<file path="src/rtl/sys_ctrl_pkg.sv">
// Shared types and constants for the system-control to UART TX path.
package sys_ctrl_pkg;

  localparam int unsigned DATA_WIDTH_DEF = 8;
  localparam int unsigned BCNT_W         = 2;

  typedef enum logic [1:0] {
    ST_IDLE = 2'd0,
    ST_ARM  = 2'd1,
    ST_SEND = 2'd2,
    ST_HOLD = 2'd3
  } tx_state_e;

endpackage

</file>
<file path="src/rtl/sys_tx_ctrl_if.sv">
// Request and TX-handshake bundle between system control, sys_tx_ctrl and the UART TX FSM.
interface sys_tx_ctrl_if
  import sys_ctrl_pkg::*;
#(
  parameter int unsigned DATA_WIDTH = DATA_WIDTH_DEF
);

  logic [2*DATA_WIDTH-1:0] alu_out_in;
  logic                    alu_valid_in;
  logic [DATA_WIDTH-1:0]   rd_data_in;
  logic                    rd_valid_in;
  logic                    tx_busy_in;
  logic [DATA_WIDTH-1:0]   tx_data_out;
  logic                    tx_valid_out;
  logic                    ready_out;
  logic                    drop_out;

  modport slave (
    input  alu_out_in,
    input  alu_valid_in,
    input  rd_data_in,
    input  rd_valid_in,
    input  tx_busy_in,
    output tx_data_out,
    output tx_valid_out,
    output ready_out,
    output drop_out
  );

  modport master (
    output alu_out_in,
    output alu_valid_in,
    output rd_data_in,
    output rd_valid_in,
    output tx_busy_in,
    input  tx_data_out,
    input  tx_valid_out,
    input  ready_out,
    input  drop_out
  );

endinterface

</file>
<file path="src/rtl/sys_tx_ctrl.sv">
// Frame sequencer: sends an ALU result (low byte, then high) or a register read
// as bytes to the UART TX FSM, pacing each byte off the registered TX busy flag.
module sys_tx_ctrl
  import sys_ctrl_pkg::*;
#(
  parameter int unsigned DATA_WIDTH = DATA_WIDTH_DEF
) (
  input logic          clk,
  input logic          reset,
  sys_tx_ctrl_if.slave bus
);

  tx_state_e               state_q,      state_d;
  logic [2*DATA_WIDTH-1:0] hold_q,       hold_d;
  logic [BCNT_W-1:0]       bytes_left_q, bytes_left_d;
  logic [DATA_WIDTH-1:0]   tx_data_q,    tx_data_d;
  logic                    drop_q,       drop_d;

  always_ff @(posedge clk) begin
    if (reset) begin
      state_q      <= ST_IDLE;
      hold_q       <= '0;
      bytes_left_q <= '0;
      tx_data_q    <= '0;
      drop_q       <= 1'b0;
    end else begin
      state_q      <= state_d;
      hold_q       <= hold_d;
      bytes_left_q <= bytes_left_d;
      tx_data_q    <= tx_data_d;
      drop_q       <= drop_d;
    end
  end

  always_comb begin
    state_d = state_q;
    unique case (state_q)
      ST_IDLE: if (bus.alu_valid_in || bus.rd_valid_in) state_d = ST_ARM;
      // Busy must be low first so a frame still in flight is not taken as the ack.
      ST_ARM:  if (!bus.tx_busy_in) state_d = ST_SEND;
      ST_SEND: if (bus.tx_busy_in)  state_d = ST_HOLD;
      ST_HOLD: begin
        if (!bus.tx_busy_in) begin
          state_d = (bytes_left_q != '0) ? ST_SEND : ST_IDLE;
        end
      end
      default: state_d = ST_IDLE;
    endcase
  end

  always_comb begin
    hold_d       = hold_q;
    bytes_left_d = bytes_left_q;
    tx_data_d    = tx_data_q;
    drop_d       = 1'b0;
    unique case (state_q)
      ST_IDLE: begin
        if (bus.alu_valid_in) begin
          hold_d       = bus.alu_out_in;
          bytes_left_d = BCNT_W'(2);
        end else if (bus.rd_valid_in) begin
          hold_d       = {{DATA_WIDTH{1'b0}}, bus.rd_data_in};
          bytes_left_d = BCNT_W'(1);
        end
        drop_d = bus.alu_valid_in && bus.rd_valid_in;
      end
      ST_ARM: begin
        if (!bus.tx_busy_in) tx_data_d = hold_q[DATA_WIDTH-1:0];
      end
      ST_SEND: begin
        if (bus.tx_busy_in && (bytes_left_q != '0)) begin
          bytes_left_d = bytes_left_q - BCNT_W'(1);
        end
      end
      ST_HOLD: begin
        // ARM only ever follows IDLE, so any byte loaded from HOLD is the high byte.
        if (!bus.tx_busy_in && (bytes_left_q != '0)) begin
          tx_data_d = hold_q[2*DATA_WIDTH-1:DATA_WIDTH];
        end
      end
      default: ;
    endcase
    if (state_q != ST_IDLE) drop_d = bus.alu_valid_in || bus.rd_valid_in;
  end

  always_comb begin
    bus.ready_out    = (state_q == ST_IDLE);
    bus.tx_valid_out = (state_q == ST_SEND);
    bus.tx_data_out  = tx_data_q;
    bus.drop_out     = drop_q;
  end

endmodule

</file>
<file path="src/flat_wrapper.sv">
// flat-port wrapper written by rule: the top's interface ports become plain ports
module sys_tx_ctrl_flat import sys_ctrl_pkg::*;
#(
  parameter int unsigned DATA_WIDTH = DATA_WIDTH_DEF
)
  (clk, reset, bus_alu_out_in, bus_alu_valid_in, bus_rd_data_in, bus_rd_valid_in, bus_tx_busy_in, bus_tx_data_out, bus_tx_valid_out, bus_ready_out, bus_drop_out);
  sys_tx_ctrl_if #(.DATA_WIDTH(DATA_WIDTH)) bus_i ();
  input logic clk;
  input logic reset;
  input wire logic [$bits(bus_i.alu_out_in)-1:0] bus_alu_out_in;
  input wire logic [$bits(bus_i.alu_valid_in)-1:0] bus_alu_valid_in;
  input wire logic [$bits(bus_i.rd_data_in)-1:0] bus_rd_data_in;
  input wire logic [$bits(bus_i.rd_valid_in)-1:0] bus_rd_valid_in;
  input wire logic [$bits(bus_i.tx_busy_in)-1:0] bus_tx_busy_in;
  output wire logic [$bits(bus_i.tx_data_out)-1:0] bus_tx_data_out;
  output wire logic [$bits(bus_i.tx_valid_out)-1:0] bus_tx_valid_out;
  output wire logic [$bits(bus_i.ready_out)-1:0] bus_ready_out;
  output wire logic [$bits(bus_i.drop_out)-1:0] bus_drop_out;
  assign bus_i.alu_out_in = bus_alu_out_in;
  assign bus_i.alu_valid_in = bus_alu_valid_in;
  assign bus_i.rd_data_in = bus_rd_data_in;
  assign bus_i.rd_valid_in = bus_rd_valid_in;
  assign bus_i.tx_busy_in = bus_tx_busy_in;
  assign bus_tx_data_out = bus_i.tx_data_out;
  assign bus_tx_valid_out = bus_i.tx_valid_out;
  assign bus_ready_out = bus_i.ready_out;
  assign bus_drop_out = bus_i.drop_out;
  sys_tx_ctrl #(.DATA_WIDTH(DATA_WIDTH)) u_core (.clk(clk), .reset(reset), .bus(bus_i));
endmodule
</file>
<file path="config.mk">
export PLATFORM = sky130hd
export DESIGN_NAME = sys_tx_ctrl_flat
export DESIGN_NICKNAME = d
export VERILOG_FILES = /design/src/rtl/sys_ctrl_pkg.sv /design/src/rtl/sys_tx_ctrl_if.sv /design/src/rtl/sys_tx_ctrl.sv /design/src/flat_wrapper.sv
export SDC_FILE = /design/constraint.sdc
export NUM_CORES = 1
export LEC_CHECK = 0
export ABC_AREA = 1
export CAP_MARGIN = 30
export CORE_ASPECT_RATIO = 0.75
export CORE_MARGIN = 2
export CORE_UTILIZATION = 40
export DETAILED_ROUTE_END_ITERATION = 6
export PLACE_DENSITY = 0.67
export SLEW_MARGIN = 15
export SYNTH_ARGS = -nofsm -noshare
export SYNTH_HDL_FRONTEND = slang
export SYNTH_SLANG_ARGS = --single-unit
</file>
<file path="constraint.sdc">
create_clock -name clk -period 1.31 [get_ports clk]
set_input_delay 0.1965 -clock clk [delete_from_list [all_inputs] [get_ports clk]]
set_output_delay 0.1965 -clock clk [all_outputs]
set_load 0.03 [all_outputs]
</file>
==> results.toml <==
[outcome]
status = "finished, final reports clean"

[route]
via_per_inst = 4.45
ant_nets = 0
drc = 0
first_iter_violations = 81
vias = 1425
totalWireLength_um = 3270
drt-wirelength-per-cell_um = 10.2
first_pass_iters = 4

[synthesis]
synth_fp_nets = 248
synth_area_um2 = 1510
syn-instance-count = 218
yosysWarnings = 0
avgSynthCellArea_um2 = 6.92
synth-seq-area-share_pct = 38.5
ys_types = 24
ys_seq_elements = 29

[critical_path]
cp_slowest_stage_delay_ns = 0.33
cp-startpoint = "u_core.bytes_left_q[0]"
critPathKind = "flip-flop to flip-flop"
r2r-start = "u_core.bytes_left_q[0]"
ff2ff_path_depth = 6
crit_required_ns = 1.48
cp_max_fo = 8
critPathSlowestCell = "dfxtp_1"
critPathArrivalTime_ns = 1.42
cpLargestDelayFamily = "simple AND/OR/NAND/NOR gates"
ff2ff_setup_slack_ns = 0.06
cp_num_cells = 6
startpoint_type = "flip-flop"
cp.buffers_inverters = 1
r2r_end = "u_core.bus.tx_data_out[0]"
path_cells = "inv_1 > ha_1 > nand2_4 > nand3_4 > nor2_2 > a21oi_2"
critPathCaptureType = "flip-flop"

[timing]
setup_tns_ns = 0
min_period_ns = 1.25
slew_violations = 0
worst_pin_slew_ns = 0.332
slew-limit-headroom_pct = 77.9
finalCritPeriodShare_pct = 95.5
hold_violations = 0
rsz0062_at_grt = "true"
fmax_mhz = 799
fin_skew_ns = 0.00655
setup_violations = 0

[die]
core.rowCount = 19
dieArea_um2 = 4280
dieHeight_um = 57.2
initial_core_util_pct = 41.5
die_w_um = 74.9
design.core.area_um2 = 3640
io_pins = 40

[placed_design]
routabilityCongestion = 0.758
placement.io_buffers = 39
dp_cells = 311
dp_hpwl_um = 2390
dpl_cell_area_um2 = 1970

[final_layout]
insertedDiodeCount = 0
fill_cells = 372
nNetsFinal = 298
stdcell_count = 320
final_cell_area_um2 = 2110
syn2layout_area_growth_pct = 40.2
layout-drive-gt1-share_pct = 22.8

[clocking]
clk_pin_slew_ns = 0.06
cts.path.max_buffers = 2
cts_tree = "yes"
clk_latency_ns = 0.28
htreeDepth = 2
clock_sinks = 29
root_buffer = "clkbuf_8"
cts-buffers-inserted = 5
cts_hold_buf = 0

[global_routing]
gr-total-overflow = 0
track_usage_pct = 16.6
grt_pass1_wl_um = 5450
grt_max_degree = 18
antenna_found_initial = 0
grt_pass1_vias = 1307

[min_path]
hp-class = "flip-flop to flip-flop"
min_path_cells = 2
hold_start = "u_core.hold_q[12]"
min_to = "u_core.bus.tx_data_out[4]"

[pwr]
peakVddDrop_uv = 723
power.density_nw_per_um2 = 1140
p_leak_uw = 0.000958

[run]
drv_cap = 0
-- registers in the layout, summed over array words and instances (netlist names) --
name	flops
u_core.bus.drop_out	1
u_core.bus.tx_data_out	8
u_core.bytes_left_q	2
u_core.hold_q	16
u_core.state_q	2
-- worst max path at each step --
stage | slack (ns) | endpoint
final | 0.06 | u_core.bus.tx_data_out[0]
after global routing | -0.02 | u_core.bus.tx_data_out[7]
after CTS | 0.003 | u_core.bus.tx_data_out[7]
after detailed placement | -0.13 | u_core.hold_q[2]
after global placement | -0.1 | u_core.hold_q[7]
after floorplan | 0.10 | u_core.bytes_left_q[0]
-- worst min-delay path, cell delays in order (launching register included) --
cell and delay, ns:
dfxtp_1 0.31, nand2_2 0.07, a21oi_2 0.05
-- cells in the final DEF (no fill, tap or decap), drive strengths merged --
cell type	count
nand2	80
dlygate4sd2	9
buf	12
clkinv	1
ha	1
inv	26
clkbuf	7
nor2	38
dfxtp	29
nand3b	1
a21oi	20
nand3	6
clkinvlp	1
o21ai	9
clkdlybuf4s50	28
-- power breakdown --
| part | switching [uW] | leakage [uW] | total, uW | internal, uW |
|---|---|---|---|---|
| clock network | 318 | 0.0000443 | 733 | 416 |
| logic | 358 | 0.000674 | 638 | 280 |
| registers | 63.6 | 0.000240 | 1040 | 972 |
-- cell usage after synthesis --
master | count | share of area [%]
a21oi_1 | 12 | 4.0
a21oi_2 | 8 | 4.6
buf_12 | 1 | 1.3
buf_2 | 1 | 0.33
buf_6 | 4 | 3.0
clkbuf_1 | 1 | 0.25
clkbuf_2 | 1 | 0.33
clkinv_1 | 1 | 0.25
dfxtp_1 | 29 | 39
ha_1 | 1 | 0.83
inv_1 | 24 | 6.0
inv_2 | 2 | 0.50
inv_4 | 1 | 0.42
nand2_1 | 67 | 17
nand2_2 | 11 | 4.6
nand2_4 | 2 | 1.5
nand3_1 | 2 | 0.66
nand3_2 | 1 | 0.66
nand3_4 | 1 | 1.2
nand3b_1 | 1 | 0.50
nor2_1 | 33 | 8.2
nor2_2 | 3 | 1.2
nor2_4 | 2 | 1.5
o21ai_0 | 9 | 3.0
-- per-stage QoR --
| stage | util [%] | setup slack (ns) | power, uW | hold WS, ns |
|---|---|---|---|---|
| global route | 58.1 | -0.0242 | 2570 | 0.475 |
| global placement | 54.1 | -0.0976 | 1660 | 0.460 |
| CTS | 56.3 | 0.00325 | 2390 | 0.461 |
| floorplan | - | 0.105 | 1450 | 0.339 |
| finish | 58.1 | 0.0590 | 2410 | 0.464 |
| detailed placement | 54.1 | -0.135 | 1670 | 0.460 |
-- routing by layer --
| metal | wire (um) | up-vias | track usage, % |
|---|---|---|---|
| li1 | - | 764 | - |
| met1 | 1640 | 632 | 21.6 |
| met2 | 1480 | 29 | 25.7 |
| met3 | 153 | 0 | 7.60 |
| met4 | 0 | 0 | 3.06 |
| met5 | 0 | - | 0 |
-- what timing repair did --
item,CTS,global route
endpoints found under the setup margin,12,11
buffers inserted,0,0
cloned,0,2
gates resized for setup,11,13
pin swaps,0,1
-- cell families after synthesis --
group / share of synthesized area (%)
AOI/OAI and AO/OA: 11.6
adders and majority gates: 0.830
buffers and inverters: 12.4
DFF: 38.5
and+or+nand+nor: 36.7
-- final cells by class --
type	count	area, um2	area share [%]
inverters	28	111	5.27
clock buffers	7	86.3	4.08
repair buffers	49	465	22.0
well taps	52	65.1	3.08
flip-flops and latches	29	588	27.8
multi-input cells	155	798	37.8
Note: power is estimated with default switching activity, not from simulation.
